$ cat src/rtl/fifo_pkg.sv
// Constants and helpers shared by the synchronous and dual-clock FIFO variants.
package fifo_pkg;

  localparam int FWFT_OFF = 0;
  localparam int FWFT_ON  = 1;

  // Bit positions inside the error-flag vector.
  localparam int ERR_OVF   = 0;
  localparam int ERR_UDF   = 1;
  localparam int ERR_WIDTH = 2;

  function automatic int clog2(input int value);
    int res;
    res = 0;
    while ((1 << res) < value) res++;
    return res;
  endfunction

endpackage

$ cat src/rtl/fifo_mem_dp.sv
// Dual-port storage array: synchronous write, asynchronous read, no reset.
module fifo_mem_dp #(
  parameter int WIDTH  = 8,
  parameter int ADDR_W = 4
) (
  input  logic              clk,
  input  logic              we_i,
  input  logic [ADDR_W-1:0] waddr_i,
  input  logic [WIDTH-1:0]  wdata_i,
  input  logic [ADDR_W-1:0] raddr_i,
  output logic [WIDTH-1:0]  rdata_o
);

  logic [WIDTH-1:0] mem_q [2**ADDR_W];

  always_ff @(posedge clk) begin
    if (we_i) mem_q[waddr_i] <= wdata_i;
  end

  assign rdata_o = mem_q[raddr_i];

endmodule

$ cat src/rtl/fifo_sync_param.sv
// Single-clock FIFO with exact fill count, programmable thresholds,
// sticky error flags and selectable first-word-fall-through read mode.
module fifo_sync_param
  import fifo_pkg::*;
#(
  parameter int MEMORY_WIDTH    = 8,
  parameter int ADDRESS_SIZE    = 4,
  parameter int ALMOST_FULL_TH  = 14,
  parameter int ALMOST_EMPTY_TH = 2,
  parameter int FWFT            = FWFT_OFF
) (
  input  logic                    clk,
  input  logic                    rst_n,
  input  logic                    w_en,
  input  logic [MEMORY_WIDTH-1:0] wdata,
  input  logic                    r_en,
  input  logic                    err_clr,
  output logic [MEMORY_WIDTH-1:0] rdata,
  output logic                    w_full,
  output logic                    r_empty,
  output logic                    almost_full,
  output logic                    almost_empty,
  output logic [ADDRESS_SIZE:0]   count,
  output logic                    overflow,
  output logic                    underflow
);

  localparam int DEPTH = 1 << ADDRESS_SIZE;
  localparam int CNT_W = ADDRESS_SIZE + 1;

  if (ALMOST_FULL_TH < 1 || ALMOST_FULL_TH > DEPTH) begin : g_bad_af
    $error("fifo_sync_param: ALMOST_FULL_TH out of range 1..DEPTH");
  end
  if (ALMOST_EMPTY_TH < 0 || ALMOST_EMPTY_TH > DEPTH - 1) begin : g_bad_ae
    $error("fifo_sync_param: ALMOST_EMPTY_TH out of range 0..DEPTH-1");
  end

  logic [CNT_W-1:0]     w_ptr_q, w_ptr_d;
  logic [CNT_W-1:0]     r_ptr_q, r_ptr_d;
  logic [CNT_W-1:0]     count_q, count_d;
  logic [ERR_WIDTH-1:0] err_q, err_d;
  logic                 wr_acc, rd_acc;
  logic [MEMORY_WIDTH-1:0] mem_rdata;

  assign w_full       = (count_q == CNT_W'(DEPTH));
  assign r_empty      = (count_q == '0);
  assign almost_full  = (count_q >= CNT_W'(ALMOST_FULL_TH));
  assign almost_empty = (count_q <= CNT_W'(ALMOST_EMPTY_TH));
  assign count        = count_q;
  assign overflow     = err_q[ERR_OVF];
  assign underflow    = err_q[ERR_UDF];

  // Acceptance looks only at this cycle's count, so a simultaneous
  // read never makes room for a write at full (and vice versa at empty).
  assign wr_acc = w_en & ~w_full;
  assign rd_acc = r_en & ~r_empty;

  always_comb begin
    w_ptr_d = w_ptr_q;
    r_ptr_d = r_ptr_q;
    count_d = count_q;
    err_d   = err_q;
    if (wr_acc) w_ptr_d = w_ptr_q + CNT_W'(1);
    if (rd_acc) r_ptr_d = r_ptr_q + CNT_W'(1);
    case ({wr_acc, rd_acc})
      2'b10:   count_d = count_q + CNT_W'(1);
      2'b01:   count_d = count_q - CNT_W'(1);
      default: count_d = count_q;
    endcase
    if (err_clr) err_d = '0;
    if (w_en & w_full)  err_d[ERR_OVF] = 1'b1;
    if (r_en & r_empty) err_d[ERR_UDF] = 1'b1;
  end

  always_ff @(posedge clk or negedge rst_n) begin
    if (!rst_n) begin
      w_ptr_q <= '0;
      r_ptr_q <= '0;
      count_q <= '0;
      err_q   <= '0;
    end else begin
      w_ptr_q <= w_ptr_d;
      r_ptr_q <= r_ptr_d;
      count_q <= count_d;
      err_q   <= err_d;
    end
  end

  fifo_mem_dp #(
    .WIDTH  (MEMORY_WIDTH),
    .ADDR_W (ADDRESS_SIZE)
  ) u_mem (
    .clk     (clk),
    .we_i    (wr_acc),
    .waddr_i (w_ptr_q[ADDRESS_SIZE-1:0]),
    .wdata_i (wdata),
    .raddr_i (r_ptr_q[ADDRESS_SIZE-1:0]),
    .rdata_o (mem_rdata)
  );

  if (FWFT == FWFT_ON) begin : g_fwft
    assign rdata = mem_rdata;
  end else begin : g_reg
    logic [MEMORY_WIDTH-1:0] rdata_q;
    always_ff @(posedge clk or negedge rst_n) begin
      if (!rst_n)      rdata_q <= '0;
      else if (rd_acc) rdata_q <= mem_rdata;
    end
    assign rdata = rdata_q;
  end

endmodule

$ cat config.mk
export PLATFORM = sky130hd
export DESIGN_NAME = fifo_sync_param
export DESIGN_NICKNAME = d
export VERILOG_FILES = /design/src/rtl/fifo_pkg.sv /design/src/rtl/fifo_mem_dp.sv /design/src/rtl/fifo_sync_param.sv
export SDC_FILE = /design/constraint.sdc
export NUM_CORES = 1
export LEC_CHECK = 0
export BUFFER_PORTS_ARGS = -buffer_cell sky130_fd_sc_hd__clkbuf_2
export CAP_MARGIN = 0
export CORE_MARGIN = 8
export CORE_UTILIZATION = 50
export DETAILED_ROUTE_END_ITERATION = 8
export MAX_ROUTING_LAYER = met4
export PLACE_DENSITY = 0.67
export SLEW_MARGIN = 10
export SYNTH_ARGS = -nofsm -noshare
export SYNTH_HDL_FRONTEND = slang
export SYNTH_SLANG_ARGS = --single-unit
$ cat constraint.sdc
create_clock -name clk -period 7.8 [get_ports clk]
set_input_delay 0.78 -clock clk [delete_from_list [all_inputs] [get_ports clk]]
set_output_delay 0.78 -clock clk [all_outputs]
set_load 0.01 [all_outputs]
==> qor.log <==
[status] run status complete, no violations
[finish] fraction of final layout cells sized beyond drive strength 1 28.6%
[die] area of the die 16000 µm²
[cts] maximum root-to-sink buffer count 2
[cts] H-tree depth 4
[detailed_routing] highest signal layer in the routed design met4
[detailed_routing] number of violations reported at the end of detailed-routing iteration 0 301
[grt] overflow left after global routing 0
[detailed_routing] number of vias in the routed layout 3004
[timing] Setup-failing EPs final 0
[die] IO Pins 32
[critical_path] Critical Path RT 8.09 ns
[cts] number of clock sinks 151
[timing] relative slew slack 35.6%
[timing] final-report max-slew violation count 0
[synth] number of library cell types mapped by synthesis 39
[grt] pin count of the biggest net entering global routing 35
[synth] number of flops mapped to enable cells by yosys 128
[power_and_ir_drop] leakage power 2.46 nW
[detailed_routing] routed wire length 11500 µm
[detailed_routing] number of design rule violations left after detail routing 0
[cts] TritonCTS clock tree done
[timing] Setup TNS 0 ns
[grt] overall global routing resource usage 15.9%
[critical_path] worst setup path class register to register
[synth] sequential-to-total area share from yosys stat 72.5%
[grt] number of global-route vias before repair 3134
[timing] Setup Skew 0.00646 ns
[place] RePlAce Congestion 0.799
[detailed_routing] routed via count divided by cell count 5.77
[detailed_routing] met3 wire length 628 µm
[die] vertical die dimension 126 µm
[cts] count of hold buffers inserted by post-cts repair 0
[detailed_routing] met2 routed WL 5670 µm
[die] core footprint 12000 µm²
[synth] netlist area before placement 6100 µm²
[cts] number of buffers inserted to repair setup after CTS 0
[grt] number of antenna violations at the first check in global routing 0
[power_and_ir_drop] maximum vdd drop 0.170 mV
[detailed_routing] Routed Antenna Nets 0
[cts] clk slew on worst S/H paths 0.06 ns
[synth] Main synth FF type sky130_fd_sc_hd__edfxtp_1
[critical_path] largest driver fanout on the critical path 11
[finish] area growth from synthesis to layout 14.6%
[hold_path] class of the tightest hold or removal check input port to asynchronous set/reset pin
[synth] average cell area after synthesis 18.8 µm²
[timing] Final Critical Period 3.03 ns
[synth] area share of the largest cell type after synthesis 63.0%
[detailed_routing] number of detailed-routing iterations run before antenna repair 4
[synth] Synth Register Bits 151
[timing] total count of hold-check failures in the final report 0
[detailed_routing] detail-routed net length per standard cell 22.0 µm
[place] post-DP HPWL 7330 µm
[critical_path] critical path startpoint category register
[critical_path] arrival time at the worst endpoint 3.33 ns
[synth] commonest cells in the netlist sky130_fd_sc_hd__edfxtp_1 (128), sky130_fd_sc_hd__mux4_2 (32), sky130_fd_sc_hd__dfrtp_1 (23), sky130_fd_sc_hd__nand2_1 (18), sky130_fd_sc_hd__nor2_1 (16)
[synth] syn nets 345
[run] # Max-Cap Violations 0
[cts] CTS resizes 0
[timing] transition time at the pin with the least slew margin 0.962 ns
[synth] most common cell in the netlist sky130_fd_sc_hd__edfxtp_1
[synth] Synth warnings 0
[finish] final net count 382
[timing] final period utilization 38.9%
[cts] clock root buffer sky130_fd_sc_hd__clkbuf_16
[synth] ys async rst share 15.2%
[place] I/O Buffers 31
[timing] achievable frequency 330 MHz
[die] Horiz. Die Dim 126 µm
[power_and_ir_drop] pwr dens 376 nW/µm²
[synth] largest area contributor in the synthesized netlist sky130_fd_sc_hd__edfxtp_1
[die] row cnt 40
[timing] Worst Hold Slack 0.364 ns
[detailed_routing] length of routed wiring on met1 4990 µm
[cts] Num CTS Buffers 17
[die] initial standard-cell utilization of the core 51.0%
[critical_path] category of the worst setup path capture point register
[cts] clock network latency to the later pin of the worst-skew pair 0.42 ns
[grt] wire length of the first global-routing pass 17900 µm
[synth] gate count of the mapped netlist 324
[synth] cell types occupying the most area after synthesis sky130_fd_sc_hd__edfxtp_1 (63%), sky130_fd_sc_hd__mux4_2 (12%), sky130_fd_sc_hd__dfrtp_1 (9.4%), sky130_fd_sc_hd__mux2i_1 (2.5%), sky130_fd_sc_hd__ha_1 (1.6%)
[timing] RSZ-0062 raised after global routing false
[finish] antenna diode instance count 0
state kept, by name (all words and copies together) (netlist names):
name / count
count: 5
w_ptr_q: 4
err_q: 2
r_ptr_q: 4
u_mem.mem_q: 128
rdata: 8
power by group:
group / switching (mW) / internal (mW)
sequential: 0.0959 / 1.00
combinational: 0.377 / 0.326
clock: 0.314 / 0.511
through the flow:
step | worst slack [ns] | area (µm²) | power [mW] | utilization, % | std cells
after floorplan | 5.17 | 6100 | 1.63 | - | 324
after global placement | 4.84 | 6390 | 1.82 | 53.4 | 489
after detailed placement | 4.77 | 6390 | 1.83 | 53.4 | 489
after CTS | 4.76 | 6990 | 2.66 | 58.4 | 521
after global routing | 4.55 | 6990 | 2.75 | 58.4 | 521
final | 4.77 | 6990 | 2.63 | 58.4 | 521
placed cells by master (no fill, tap or decap), types with 2 or more instances in the layout:
master,instances
sky130_fd_sc_hd__nor2_1,16
sky130_fd_sc_hd__dfrtp_1,23
sky130_fd_sc_hd__o21ai_0,3
sky130_fd_sc_hd__mux2i_1,15
sky130_fd_sc_hd__xnor2_1,7
sky130_fd_sc_hd__clkinv_4,2
sky130_fd_sc_hd__o221ai_1,7
sky130_fd_sc_hd__nand2_1,18
sky130_fd_sc_hd__nand4_1,2
sky130_fd_sc_hd__bufinv_16,3
sky130_fd_sc_hd__clkinv_2,2
sky130_fd_sc_hd__mux4_2,32
sky130_fd_sc_hd__clkbuf_16,17
sky130_fd_sc_hd__clkbuf_1,2
sky130_fd_sc_hd__clkinvlp_4,3
sky130_fd_sc_hd__nor2b_1,3
sky130_fd_sc_hd__edfxtp_1,128
sky130_fd_sc_hd__clkbuf_2,31
sky130_fd_sc_hd__xor2_1,6
sky130_fd_sc_hd__nand2b_1,3
sky130_fd_sc_hd__nor3_1,6
sky130_fd_sc_hd__inv_1,7
sky130_fd_sc_hd__a21oi_1,3
sky130_fd_sc_hd__ha_1,8
sky130_fd_sc_hd__buf_4,6
critical path, stage by stage, from the launching register on:
cell and delay, ns:
sky130_fd_sc_hd__dfrtp_1 0.47, sky130_fd_sc_hd__or3_4 0.43, sky130_fd_sc_hd__o31ai_4 0.51, sky130_fd_sc_hd__inv_2 0.20, sky130_fd_sc_hd__ha_1 0.36, sky130_fd_sc_hd__xor2_1 0.18
sky130_fd_sc_hd__ha_1 0.23, sky130_fd_sc_hd__a21o_1 0.19, sky130_fd_sc_hd__a21oi_1 0.13, sky130_fd_sc_hd__nor3_1 0.07, sky130_fd_sc_hd__xor2_1 0.14
layout make-up:
type                    count  area, µm²
clock buffers              20        447
well taps                 147        184
fillers                   869       4970
inverters                   8       30.0
flip-flops and latches    151       4420
multi-input cells         146       1560
clock inverters            12        153
repair buffers             37        200
metal layers:
layer | track usage, % | up-vias
met5 | - | -
met4 | 7.43 | 0
met3 | 4.57 | 12
met2 | 24.3 | 95
met1 | 19.2 | 1545
li1 | - | 1352
final timing paths:
| path | end | from | slack [ns] | cells after the start |
|---|---|---|---|---|
| setup / recovery | count[4] | count[3] | 4.77 | 10 |
| hold / removal | count[3] | rst_n | 0.36 | 1 |
| setup reg to reg | count[4] | count[3] | 4.77 | 10 |
| hold reg to reg | err_q[1] | err_q[1] | 0.51 | 1 |
| max in group asynchronous | rdata[6] | rst_n | 7.04 | 1 |
| min in group clk | err_q[1] | err_q[1] | 0.51 | 1 |
kinds of logic (layout without fill, tap and decap cells):
group                    count (synthesis)  after routing  synth area share (%)
flip-flops                             151            151                  72.5
AND/OR/NAND/NOR                         53             53                  4.02
multiplexers                            48             48                  14.5
buffers and inverters                   27             77                  2.07
AO/OA/AOI/OAI                           24             24                  3.47
XOR/XNOR                                13             13                  1.87
adder cells (fa/ha/maj)                  8              8                  1.64
(Power assumes the default switching activity.)
